--- src/rtl/div_pkg.sv ---
// Shared types and constants for the iterative radix-2 divider.
// The negate helper is used both when latching operands and in the sign fix-up.
package div_pkg;

    localparam int DIV_WIDTH = 32;
    localparam int DIV_CNT_W = 5;
    localparam logic [2*DIV_WIDTH-1:0] DIV_ZERO64 = '0;

    typedef enum logic [1:0] {
        IDLE   = 2'd0,
        BYZERO = 2'd1,
        BUSY   = 2'd2,
        DONE   = 2'd3
    } div_state_t;

    function automatic logic [DIV_WIDTH-1:0] neg2c(input logic [DIV_WIDTH-1:0] v);
        return (~v) + DIV_WIDTH'(1);
    endfunction

endpackage

--- src/rtl/div_radix2_if.sv ---
// Request/response bundle between the ALU (master) and the divider (slave).
// start is a level held until ready; annul aborts an outstanding divide.
interface div_radix2_if
    import div_pkg::*;
#(
    parameter int WIDTH = DIV_WIDTH
);

    logic               start;
    logic               annul;
    logic               signed_div;
    logic [WIDTH-1:0]   opdata1;
    logic [WIDTH-1:0]   opdata2;
    logic [2*WIDTH-1:0] result;
    logic               ready;

    modport master (
        output start, annul, signed_div, opdata1, opdata2,
        input  result, ready
    );

    modport slave (
        input  start, annul, signed_div, opdata1, opdata2,
        output result, ready
    );

endinterface

--- src/rtl/div_radix2.sv ---
// Iterative radix-2 restoring divider for DIV/DIVU: one quotient bit per cycle,
// result {remainder, quotient} held with ready until the requester drops start.
module div_radix2
    import div_pkg::*;
#(
    parameter int WIDTH = DIV_WIDTH
) (
    input  logic         clk,
    input  logic         rst,
    div_radix2_if.slave  bus
);

    localparam logic [1:0] S_IDLE   = IDLE;
    localparam logic [1:0] S_BYZERO = BYZERO;
    localparam logic [1:0] S_BUSY   = BUSY;
    localparam logic [1:0] S_DONE   = DONE;

    localparam logic [DIV_CNT_W-1:0] CNT_LAST = DIV_CNT_W'(WIDTH - 1);

    logic [1:0]           state_q, state_d;
    logic [DIV_CNT_W-1:0] cnt_q, cnt_d;
    logic [2*WIDTH-1:0]   result_q, result_d;
    logic                 ready_q;

    logic [WIDTH-1:0]     rem_q, rem_d;
    logic [WIDTH-1:0]     dvd_q, dvd_d;
    logic [WIDTH-1:0]     dvs_q, dvs_d;
    logic                 sgn_q, sgn_d;
    logic                 sign_a_q, sign_a_d;
    logic                 sign_b_q, sign_b_d;

    logic [WIDTH:0]       trial;
    logic                 q_bit;
    logic [WIDTH-1:0]     rem_next;
    logic [WIDTH-1:0]     quo_next;
    logic [WIDTH-1:0]     rem_fix;
    logic [WIDTH-1:0]     quo_fix;
    logic                 acc_sign_a;
    logic                 acc_sign_b;

    // The partial remainder never reaches 2^(WIDTH-1) before its shift, so the
    // (WIDTH+1)-bit trial subtract sees the full shifted value and its MSB is the borrow.
    always_comb begin
        trial    = {rem_q, dvd_q[WIDTH-1]} - {1'b0, dvs_q};
        q_bit    = ~trial[WIDTH];
        rem_next = q_bit ? trial[WIDTH-1:0] : {rem_q[WIDTH-2:0], dvd_q[WIDTH-1]};
        quo_next = {dvd_q[WIDTH-2:0], q_bit};
        quo_fix  = (sgn_q && (sign_a_q ^ sign_b_q)) ? neg2c(quo_next) : quo_next;
        rem_fix  = (sgn_q && sign_a_q) ? neg2c(rem_next) : rem_next;
        acc_sign_a = bus.signed_div & bus.opdata1[WIDTH-1];
        acc_sign_b = bus.signed_div & bus.opdata2[WIDTH-1];
    end

    always_comb begin
        // NOTE: every next-state value defaults to its register first so no path
        // through the case below can leave it unassigned and infer a latch.
        state_d  = state_q;
        cnt_d    = cnt_q;
        result_d = result_q;
        rem_d    = rem_q;
        dvd_d    = dvd_q;
        dvs_d    = dvs_q;
        sgn_d    = sgn_q;
        sign_a_d = sign_a_q;
        sign_b_d = sign_b_q;

        case (state_q)
            S_IDLE: begin
                if (bus.start && !bus.annul) begin
                    sgn_d    = bus.signed_div;
                    sign_a_d = acc_sign_a;
                    sign_b_d = acc_sign_b;
                    dvd_d    = acc_sign_a ? neg2c(bus.opdata1) : bus.opdata1;
                    dvs_d    = acc_sign_b ? neg2c(bus.opdata2) : bus.opdata2;
                    rem_d    = '0;
                    cnt_d    = '0;
                    state_d  = (bus.opdata2 == '0) ? S_BYZERO : S_BUSY;
                end
            end
            // Zero divisor spends two edges here so ready appears two cycles after acceptance.
            S_BYZERO: begin
                if (bus.annul) begin
                    state_d = S_IDLE;
                end else if (cnt_q == '0) begin
                    cnt_d = DIV_CNT_W'(1);
                end else begin
                    result_d = DIV_ZERO64;
                    state_d  = S_DONE;
                end
            end
            S_BUSY: begin
                if (bus.annul) begin
                    state_d = S_IDLE;
                end else begin
                    rem_d = rem_next;
                    dvd_d = quo_next;
                    cnt_d = cnt_q + DIV_CNT_W'(1);
                    if (cnt_q == CNT_LAST) begin
                        result_d = {rem_fix, quo_fix};
                        state_d  = S_DONE;
                    end
                end
            end
            S_DONE: begin
                if (!bus.start || bus.annul) begin
                    state_d = S_IDLE;
                end
            end
            default: state_d = S_IDLE;
        endcase
    end

    // NOTE: registers update with non-blocking assignments so every flop samples
    // the pre-edge value of the others, regardless of statement order.
    always_ff @(posedge clk) begin
        if (rst) begin
            state_q  <= S_IDLE;
            cnt_q    <= '0;
            result_q <= '0;
            ready_q  <= 1'b0;
        end else begin
            state_q  <= state_d;
            cnt_q    <= cnt_d;
            result_q <= result_d;
            ready_q  <= (state_d == S_DONE);
        end
    end

    // NOTE: the datapath registers are deliberately left without reset; they are
    // always loaded on acceptance before anything reads them.
    always_ff @(posedge clk) begin
        rem_q    <= rem_d;
        dvd_q    <= dvd_d;
        dvs_q    <= dvs_d;
        sgn_q    <= sgn_d;
        sign_a_q <= sign_a_d;
        sign_b_q <= sign_b_d;
    end

    assign bus.result = result_q;
    assign bus.ready  = ready_q;

endmodule

--- src/flat_wrapper.sv ---
// flat-port wrapper written by rule: the top's interface ports become plain ports
module div_radix2_flat import div_pkg::*;
#(
    parameter int WIDTH = DIV_WIDTH
)
  (clk, rst, bus_start, bus_annul, bus_signed_div, bus_opdata1, bus_opdata2, bus_result, bus_ready);
  div_radix2_if #(.WIDTH(WIDTH)) bus_i ();
  input  logic clk;
  input  logic rst;
  input wire logic [$bits(bus_i.start)-1:0] bus_start;
  input wire logic [$bits(bus_i.annul)-1:0] bus_annul;
  input wire logic [$bits(bus_i.signed_div)-1:0] bus_signed_div;
  input wire logic [$bits(bus_i.opdata1)-1:0] bus_opdata1;
  input wire logic [$bits(bus_i.opdata2)-1:0] bus_opdata2;
  output wire logic [$bits(bus_i.result)-1:0] bus_result;
  output wire logic [$bits(bus_i.ready)-1:0] bus_ready;
  assign bus_i.start = bus_start;
  assign bus_i.annul = bus_annul;
  assign bus_i.signed_div = bus_signed_div;
  assign bus_i.opdata1 = bus_opdata1;
  assign bus_i.opdata2 = bus_opdata2;
  assign bus_result = bus_i.result;
  assign bus_ready = bus_i.ready;
  div_radix2 #(.WIDTH(WIDTH)) u_core (.clk(clk), .rst(rst), .bus(bus_i));
endmodule
--- config.mk ---
export PLATFORM = sky130hd
export DESIGN_NAME = div_radix2_flat
export DESIGN_NICKNAME = d
export VERILOG_FILES = /design/src/rtl/div_pkg.sv /design/src/rtl/div_radix2_if.sv /design/src/rtl/div_radix2.sv /design/src/flat_wrapper.sv
export SDC_FILE = /design/constraint.sdc
export NUM_CORES = 1
export LEC_CHECK = 0
export CELL_PAD_IN_SITES_DETAIL_PLACEMENT = 0
export CELL_PAD_IN_SITES_GLOBAL_PLACEMENT = 1
export CORE_AREA = 10 10 168 170
export CTS_CLUSTER_SIZE = 14
export DETAILED_ROUTE_END_ITERATION = 16
export DIE_AREA = 0 0 178 180
export PLACE_DENSITY = 0.9
export SYNTH_ARGS = -nofsm -noshare
export SYNTH_HDL_FRONTEND = slang
export SYNTH_SLANG_ARGS = --single-unit
--- constraint.sdc ---
create_clock -name clk -period 13.3 [get_ports clk]
set_input_delay 1.995 -clock clk [delete_from_list [all_inputs] [get_ports clk]]
set_output_delay 1.995 -clock clk [all_outputs]
set_load 0.1 [all_outputs]
Word-level counts from Yosys, hierarchy flattened
Index checks and enable logic that the tools add are counted.
{"block": "op_classes", "addsub": 6, "n_eq_ne": 11, "n_mux": 29, "bitwise_logic": 8, "reduce_logical": 16}
{"op": "$mux 32", "count": 9}
{"op": "$mux 64", "count": 4}
{"op": "$add 32x1->32 const B", "count": 4}
{"op": "$not 32->32", "count": 4}
{"op": "$pmux 32 s2", "count": 2}
{"op": "$pmux 64 s2", "count": 1}
{"op": "$sub 33x32->33", "count": 1}
{"op": "$logic_not 32->1", "count": 1}
{"op": "$mux 5", "count": 4}
{"op": "$pmux 5 s3", "count": 1}
{"op": "$mux 2", "count": 7}
{"op": "$reduce_and 5->1", "count": 2}
{"op": "$pmux 2 s4", "count": 1}
{"op": "$eq 2x2->1 const B", "count": 3}
{"op": "$ne 2x1->1 const B", "count": 3}
{"op": "$ne 2x2->1 const B", "count": 3}
{"op": "$add 5x1->5 const B", "count": 1}
{"op": "$eq 5x5->1 const B", "count": 1}
{"op": "$logic_not 5->1", "count": 1}
{"op": "$reduce_bool 2->1", "count": 2}
{"op": "$logic_and 1x1->1", "count": 3}
{"op": "$reduce_and 3->1", "count": 1}
{"op": "$reduce_bool 3->1", "count": 1}
{"op": "$and 1x1->1", "count": 2}
{"op": "other kinds (7)", "count": 8}
{"block": "totals", "ff_bits": 171, "input_bits": 69, "out_inout_bits": 65, "word_cells": 80}

Depth between registers and ports, before layout
Gate-level depths: netlist of the first run.
{"block": "logic_depth", "depth_word": 8, "depth_mapped": 24, "depth_no_buf": 22}

Worst setup path before layout of the first run
OpenSTA, ideal clock, no wires.
{"block": "synth_path", "path_type": "input port to flip-flop", "startpoint": "in bus_start", "endpoint": "reg u_core.dvd_q[0] (enable)", "setup_time_ns": 0.508, "arrival_ns": 5.174, "slack_ns": 7.618, "path_stages": 2, "path_buffers": 0, "path_cell_list": "nand2_1 > a21oi_1"}
{"block": "synth_via", "elab_chain_len": 3}
{"item": "start: declaration", "line_no": "flat_wrapper.sv:10", "text": "input wire logic [$bits(bus_i.start)-1:0] bus_start;"}
{"item": "$logic_and 1x1->1", "line_no": "div_radix2.sv:69", "text": "if (bus.start && !bus.annul) begin"}
{"item": "$ne 2x1->1 (no source line)"}
{"item": "$reduce_and 3->1 (no source line)"}
{"item": "end signal: assignment", "line_no": "div_radix2.sv:133", "text": "dvd_q <= dvd_d;"}
{"item": "end: declaration", "line_no": "div_radix2.sv:26", "text": "logic [WIDTH-1:0] dvd_q, dvd_d;"}
No other way between the ends.
A chain may end at the register's enable or synchronous reset.

Final worst setup path of the first run
{"block": "layout_path", "startpoint": "reg u_core.dvd_q[31]", "endpoint": "reg u_core.result_q[52] (netlist: u_core.bus.result[52])"}
{"block": "layout_via", "elab_chain_len": 8}
{"item": "$sub 33x32->33", "line_no": "div_radix2.sv:44", "text": "trial = {rem_q, dvd_q[WIDTH-1]} - {1'b0, dvs_q};"}
{"item": "$mux 32 (*)", "line_no": "div_radix2.sv:46", "text": "rem_next = q_bit ? trial[WIDTH-1:0] : {rem_q[WIDTH-2:0], dvd_q[WIDTH-1]};"}
{"item": "$not 32->32", "line_no": "div_pkg.sv:17", "text": "return (~v) + DIV_WIDTH'(1);"}
{"item": "$add 32x1->32", "line_no": "div_pkg.sv:17"}
{"item": "$mux 32 (*)", "line_no": "div_radix2.sv:49", "text": "rem_fix = (sgn_q && sign_a_q) ? neg2c(rem_next) : rem_next;"}
{"item": "$mux 64 (*)", "line_no": "div_radix2.sv:98", "text": "if (cnt_q == CNT_LAST) begin"}
{"item": "$mux 64 (*)", "line_no": "div_radix2.sv:92", "text": "if (bus.annul) begin"}
{"item": "$pmux 64 s2 (*)", "line_no": "div_radix2.sv:67", "text": "case (state_q)"}
{"item": "end signal: assignment", "line_no": "div_radix2.sv:124", "text": "result_q <= result_d;"}
{"item": "end: declaration", "line_no": "div_radix2.sv:22", "text": "logic [2*WIDTH-1:0] result_q, result_d;"}
Mark *: on every way between the ends. The rest lies on a longest branch, timed or not. The select of a mux whose other input is x is not followed.

==> results.sh, run 1 <==
export IMPL_num_io_pins=134
export IMPL_yosysSeqAreaShare=0.3814
export IMPL_detail_route_wl_per_cell_um=18.58
export IMPL_syn2layout_area_growth_pct=18.52
export IMPL_finClkSkew_ns=0.01329
export IMPL_die_w_um=178
export IMPL_drt_wl_total_um=33080
export IMPL_layout_commonest_cell="nor2_1"
export IMPL_grt_antenna_before_repair=0
export IMPL_fmax_ghz=0.1837
export IMPL_slew_headroom=0.3057
export IMPL_vias=10226
export IMPL_grt_util_all_layers=0.2042
export IMPL_drtPass1Iterations=5
export IMPL_start_kind="register"
export IMPL_htreeDepth=4
export IMPL_clock_latency_ns=0.44
export IMPL_clk_pin_slew_ns=0.07
export IMPL_ant_nets=0
export IMPL_yosysWarnings=0
export IMPL_drive_gt1_frac=0.05310
export IMPL_fin_crit_sh=0.4092
export IMPL_postCtsHoldBufs=0
export IMPL_port_buffers=133
export IMPL_num_antenna_cells=0
export IMPL_grt_pass1_wl_um=53140
export IMPL_max_slew_worst_pin_slew_ns=1.038
export IMPL_critical_path_class="register to register"
export IMPL_grt_ovfl_total=0
export IMPL_ctsResizeCount=0
export IMPL_viasPerCell=5.745
export IMPL_p_leak_nw=4.938
export IMPL_required_ns=13.60
export IMPL_cts_tree="built"
export IMPL_first_iter_violations=863
export IMPL_end_kind="register"
export IMPL_fin_nets=1550
export IMPL_final_max_slew_violation_count=0
export IMPL_ys_types=86
export IMPL_fin_total_pwr_mw=1.461
export IMPL_synthesis_instances=1336
export IMPL_start_util=0.4649
export IMPL_p_per_area_nw_per_um2=106.5
export IMPL_core_rowCount=58
export IMPL_clockRootBuffer="clkbuf_16"
export IMPL_grt_max_degree=78
export IMPL_place_congestion=0.9110
export IMPL_clock_path_buffers=2
export IMPL_layout_min_cycle_time_ns=5.443
export IMPL_synthFlopType="edfxtp_1"
export IMPL_cp_max_fo=48
export IMPL_cp_arrival_ns=5.74
export IMPL_cap_viol_max_count=0
export IMPL_rsz0062_at_grt="false"
export IMPL_final_cell_mix="nor2_1 (145), nand2_1 (138), clkdlybuf4s50_1 (132), o21ai_0 (104), edfxtp_1 (99)"
export IMPL_hp_class="register to register"
export IMPL_synth_nets=1449
export IMPL_grt_pass1_vias=9900
export IMPL_hold_viol_final=0
export IMPL_tns_ns=0
export IMPL_cts_made_buffers=17
export IMPL_drc_errors=0
export IMPL_avgSynthCellArea_um2=8.662
export IMPL_clock_sinks=171
export IMPL_synthArstFlopShare=0
export IMPL_syn_area_um2=11570
export IMPL_synth_edff_count=99
export IMPL_peakVddDrop_uv=83.84
export IMPL_dieArea_um2=32040
export IMPL_outcome="finished clean"
export IMPL_setup_viol=0
export IMPL_post_cts_buffers=0
export IMPL_post_dp_hpwl_um=24870
export IMPL_core_region_area_um2=24890
export IMPL_ys_seq_elements=171
export IMPL_die_y_um=180
stage by stage:
stage / setup slack (ns) / instance area (µm²) / hold slack (ns) / util / cells
after floorplan: 7.618 / 11570 / 0.4659 / - / 1336
after global placement: 7.994 / 13140 / 0.4403 / 0.5279 / 1748
after detailed placement: 7.949 / 13140 / 0.4446 / 0.5279 / 1748
after CTS: 7.944 / 13720 / 0.4550 / 0.5510 / 1780
after global routing: 7.443 / 13720 / 0.4754 / 0.5510 / 1780
final: 7.857 / 13720 / 0.4502 / 0.5510 / 1780
per-layer routing:
metal,part of all wire,vias to the layer above,routed length [µm],track usage
li1,-,5044,-,-
met1,0.44,4891,14530,0.2629
met2,0.49,254,16230,0.3439
met3,0.052,37,1730,0.03290
met4,0.018,0,584,0.05737
met5,0,-,0,0
registers in the layout (all words and copies together), names as in the netlist:
signal and flops:
u_core.cnt_q 5, u_core.rem_q 32, u_core.bus.result 64, u_core.sgn_q 1, u_core.dvd_q 32, u_core.state_q 2, u_core.sign_b_q 1, u_core.bus.ready 1
u_core.sign_a_q 1, u_core.dvs_q 32
worst paths after layout:
kind | start | to | slack [ns] | depth (start not counted)
setup / recovery | u_core.dvd_q[31]$_DFFE_PP_ | u_core.bus.result[52]$_SDFFE_PP0P_ | 7.86 | 21
hold / removal | u_core.bus.result[57]$_SDFFE_PP0P_ | u_core.bus.result[57]$_SDFFE_PP0P_ | 0.45 | 2
setup reg to reg | u_core.dvd_q[31]$_DFFE_PP_ | u_core.bus.result[52]$_SDFFE_PP0P_ | 7.86 | 21
hold reg to reg | u_core.bus.result[57]$_SDFFE_PP0P_ | u_core.bus.result[57]$_SDFFE_PP0P_ | 0.45 | 2
cells in the mapped netlist (all sizes together), types with 15 or more instances:
cell type / instances / area share
a22oi: 33 / 0.021
nand2: 139 / 0.045
or3: 17 / 0.0092
a21oi: 90 / 0.039
xnor2: 71 / 0.054
clkbuf: 44 / 0.014
dfxtp: 72 / 0.12
and2: 15 / 0.0081
nor2: 147 / 0.048
ha: 43 / 0.046
edfxtp: 99 / 0.26
xor2: 63 / 0.048
a31oi: 19 / 0.010
o31ai: 17 / 0.011
nand3: 18 / 0.0082
nor3: 38 / 0.017
mux2i: 32 / 0.028
o21ai: 121 / 0.053
buf: 18 / 0.0090
inv: 61 / 0.020
cell families (layout without fill, tap and decap cells):
logic type | Yosys count | in the layout | share of synthesized area
buf+inv | 124 | 238 | 0.04336
fa+ha+maj | 44 | 44 | 0.04822
xor+xnor | 134 | 134 | 0.1014
flops | 171 | 171 | 0.3814
compound gates | 370 | 370 | 0.2076
simple gates | 459 | 459 | 0.1883
mux | 34 | 34 | 0.02962
worst max-delay path, cell delays in order (launching register included):
cell and delay, ns:
edfxtp_1 0.46, inv_1 0.09, ha_1 0.16, inv_1 0.06, fa_1 0.42, a211oi_2 0.30
o211ai_2 0.21, a211oi_2 0.32, o41a_1 0.24, o21ai_2 0.14, nor2_4 0.11, buf_4 0.53
inv_2 0.42, mux2i_1 0.36, ha_1 0.42, nand2_1 0.09, a21oi_1 0.12, a31oi_1 0.09
nor3_2 0.33, a21oi_1 0.14, xor2_1 0.18, o21ai_0 0.08
cell type report:
type	count	area (µm²)
Inverter	62	232.7
Tap cell	330	412.9
Sequential cell	171	4414
Multi-Input combinational cell	1041	6673
Timing Repair Buffer	144	1409
Clock buffer	19	454.2
Clock inverter	13	120.1
Fill cell	2298	11180
power by group:
group,switching (mW),internal [mW],total (mW)
Combinational,0.227,0.131,0.357
Sequential,0.0188,0.589,0.608
Clock,0.237,0.259,0.496
Total,0.482,0.979,1.46
Note: power is estimated with default switching activity, not from simulation.
==> run 2, diff against run 1 <==
--- a/config.mk
+++ b/config.mk
@@ -7,11 +7,11 @@
 export LEC_CHECK = 0
 export CELL_PAD_IN_SITES_DETAIL_PLACEMENT = 0
 export CELL_PAD_IN_SITES_GLOBAL_PLACEMENT = 1
-export CORE_AREA = 10 10 168 170
+export CORE_AREA = 10 10 174 176
 export CTS_CLUSTER_SIZE = 14
 export DETAILED_ROUTE_END_ITERATION = 16
-export DIE_AREA = 0 0 178 180
-export PLACE_DENSITY = 0.9
+export DIE_AREA = 0 0 184 186
+export PLACE_DENSITY = 0.85
 export SYNTH_ARGS = -nofsm -noshare
 export SYNTH_HDL_FRONTEND = slang
 export SYNTH_SLANG_ARGS = --single-unit
==> constraint.sdc (replaced) <==
create_clock -name clk -period 5.4 [get_ports clk]
set_input_delay 0.81 -clock clk [delete_from_list [all_inputs] [get_ports clk]]
set_output_delay 0.81 -clock clk [all_outputs]
set_load 0.1 [all_outputs]
==> run 2 against run 1 <==
Net effect:
- utilization shrank 3.7 points
- fmax grew 21%
- first-iteration DRC count decreased by 8.8%
- register-to-register slack worse by 7.0 ns
- power rose by 150%
- clock skew rose by 0.0019 ns
- routed wire length up 0.74%
- non-clock buffer count up 1
- final area up 0.24%
- largest cell class unchanged
==> results.sh, run 2 (synthesis gave the netlist of run 1 again) <==
export IMPL_layout_min_cycle_time_ns=4.502
export IMPL_start_util=0.4330
export IMPL_fin_ws_ns=0.8979
export IMPL_max_slew_worst_pin_slew_ns=1.027
export IMPL_cap_viol_max_count=0
export IMPL_r2r_start="u_core.dvd_q[31]$_DFFE_PP_"
export IMPL_drc_errors=0
export IMPL_critical_path_class="register to register"
export IMPL_swShare=0.3215
export IMPL_postCtsHoldBufs=0
export IMPL_clockRootBuffer="clkbuf_16"
export IMPL_clock_latency_ns=0.44
export IMPL_fmax_ghz=0.2221
export IMPL_cts_tree="built"
export IMPL_holdPathStages=2
export IMPL_cp_max_fo=9
export IMPL_ff2ff_path_depth=20
export IMPL_hold_end="u_core.bus.result[61]$_SDFFE_PP0P_"
export IMPL_core_rowCount=60
export IMPL_num_io_pins=134
export IMPL_first_iter_violations=787
export IMPL_drtPass1Iterations=5
export IMPL_detail_route_wl_per_cell_um=18.59
export IMPL_grt_antenna_before_repair=0
export IMPL_post_cts_buffers=0
export IMPL_post_dp_hpwl_um=25390
export IMPL_grt_max_degree=71
export IMPL_core_region_area_um2=26730
export IMPL_die_y_um=186
export IMPL_rsz0062_at_grt="false"
export IMPL_grt_pass1_vias=10132
export IMPL_num_antenna_cells=0
export IMPL_grt_util_all_layers=0.1952
export IMPL_tns_ns=0
export IMPL_cp_arrival_ns=4.79
export IMPL_clkPwrFrac=0.346
export IMPL_final_max_slew_violation_count=0
export IMPL_clk_pin_slew_ns=0.07
export IMPL_combPwrFrac=0.243
export IMPL_ctsResizeCount=0
export IMPL_cp_slowest_cell="edfxtp_1"
export IMPL_rrSetupSlack_ns=0.90
export IMPL_p_leak_nw=4.938
export IMPL_port_buffers=133
export IMPL_end_kind="register"
export IMPL_hold_viol_final=0
export IMPL_dieArea_um2=34220
export IMPL_cts_made_buffers=17
export IMPL_post_place_ws_ns=0.9633
export IMPL_clock_path_buffers=2
export IMPL_peakVddDrop_uv=199.4
export IMPL_drt_wl_total_um=33320
export IMPL_clock_sinks=171
export IMPL_finClkSkew_ns=0.01521
export IMPL_path_cells="inv_1 > ha_1 > inv_1 > fa_1 > a211oi_2 > o211ai_2 > a211oi_2 > nor3_2 > o21ai_2 > nor2_4 > inv_2 > mux2i_1 > ha_1 > nand2_1 > a21oi_1 > a31oi_1 > nor3_2 > a31oi_1 > xnor2_1 > o21ai_0"
export IMPL_die_w_um=184
export IMPL_htreeDepth=4
export IMPL_fin_crit_sh=0.8337
export IMPL_min_from="u_core.bus.result[61]$_SDFFE_PP0P_"
export IMPL_start_kind="register"
export IMPL_grt_ovfl_total=0
export IMPL_viasPerCell=5.735
export IMPL_power_frac_seq=0.411
export IMPL_required_ns=5.69
export IMPL_r2r_end="u_core.bus.result[56]$_SDFFE_PP0P_"
export IMPL_drive_gt1_frac=0.05238
export IMPL_power_internal_mw=2.469
export IMPL_largest_register_ffs=64
export IMPL_layout_commonest_cell="nor2_1"
export IMPL_syn2layout_area_growth_pct=18.80
export IMPL_grt_pass1_wl_um=53720
export IMPL_final_cell_mix="nor2_1 (145), nand2_1 (138), clkdlybuf4s50_1 (132), o21ai_0 (104), edfxtp_1 (99)"
export IMPL_ant_nets=0
export IMPL_hp_class="register to register"
export IMPL_place_congestion=0.9175
export IMPL_outcome="finished clean"
export IMPL_power_switching_mw=1.170
export IMPL_setup_viol=0
export IMPL_critPathMaxStageDelay_ns=0.44
export IMPL_p_per_area_nw_per_um2=264.7
export IMPL_vias=10278
export IMPL_fin_nets=1551
export IMPL_slew_headroom=0.3056
-- run 2: worst max path at each step --
stage,slack (ns),startpoint,to,cells after the start
5_1_grt,0.46,u_core.dvd_q[31]$_DFFE_PP_,u_core.bus.result[52]$_SDFFE_PP0P_,20
3_3_place_gp,1.07,u_core.dvd_q[31]$_DFFE_PP_,u_core.bus.result[61]$_SDFFE_PP0P_,16
6_report,0.90,u_core.dvd_q[31]$_DFFE_PP_,u_core.bus.result[56]$_SDFFE_PP0P_,20
2_1_floorplan,0.81,u_core.state_q[0]$_SDFF_PP0_,u_core.dvd_q[0]$_DFFE_PP_,5
4_1_cts,0.95,u_core.dvd_q[31]$_DFFE_PP_,u_core.bus.result[54]$_SDFFE_PP0P_,20
3_5_place_dp,0.96,u_core.dvd_q[31]$_DFFE_PP_,u_core.bus.result[56]$_SDFFE_PP0P_,20
-- run 2: per-stage QoR --
stage	power [mW]	hold slack, ns	utilization	cell area, µm²	cells
finish	3.639	0.4504	0.5144	13750	1792
global route	3.812	0.4837	0.5144	13750	1792
CTS	3.658	0.4552	0.5144	13750	1792
detailed placement	2.402	0.4431	0.4925	13160	1760
global placement	2.393	0.4375	0.4925	13160	1760
floorplan	2.137	0.4659	-	11570	1336
-- run 2: worst max-delay path: cells and delay by family, from the launching register on --
family                     cells  cell delay [ns]
DFF                            1             0.44
xor gates and xnor gates       1             0.16
muxes                          1             0.32
and+or+nand+nor                4             0.57
buffers and inverters          3             0.31
AOI/OAI and AO/OA              8             1.60
adders and majority gates      3             0.95
-- run 2: power by group through the flow --
| stage | registers, mW | clock network, mW | logic (mW) |
|---|---|---|---|
| after global routing | 1.50 | 1.33 | 0.978 |
| after global placement | 1.52 | 0 | 0.871 |
| after floorplan | 1.56 | 0 | 0.578 |
| after detailed placement | 1.52 | 0 | 0.877 |
| after CTS | 1.50 | 1.28 | 0.884 |
| final | 1.50 | 1.26 | 0.885 |
-- run 2: layout make-up --
cell class | count | area [µm²]
timing repair buffer | 145 | 1416
multi-input combinational | 1041 | 6673
clock inverter | 13 | 152.6
fill | 2573 | 12980
clock buffer | 19 | 432.9
tap | 341 | 426.7
sequential | 171 | 4414
inverter | 62 | 232.7
-- run 2: routing by layer --
metal  track usage  up-vias  routed length, µm
li1              -     5045                  -
met1        0.2511     4885              14690
met2        0.3306      308              16200
met3       0.03042       40               1718
met4       0.05670        0                712
met5             0        -                  0
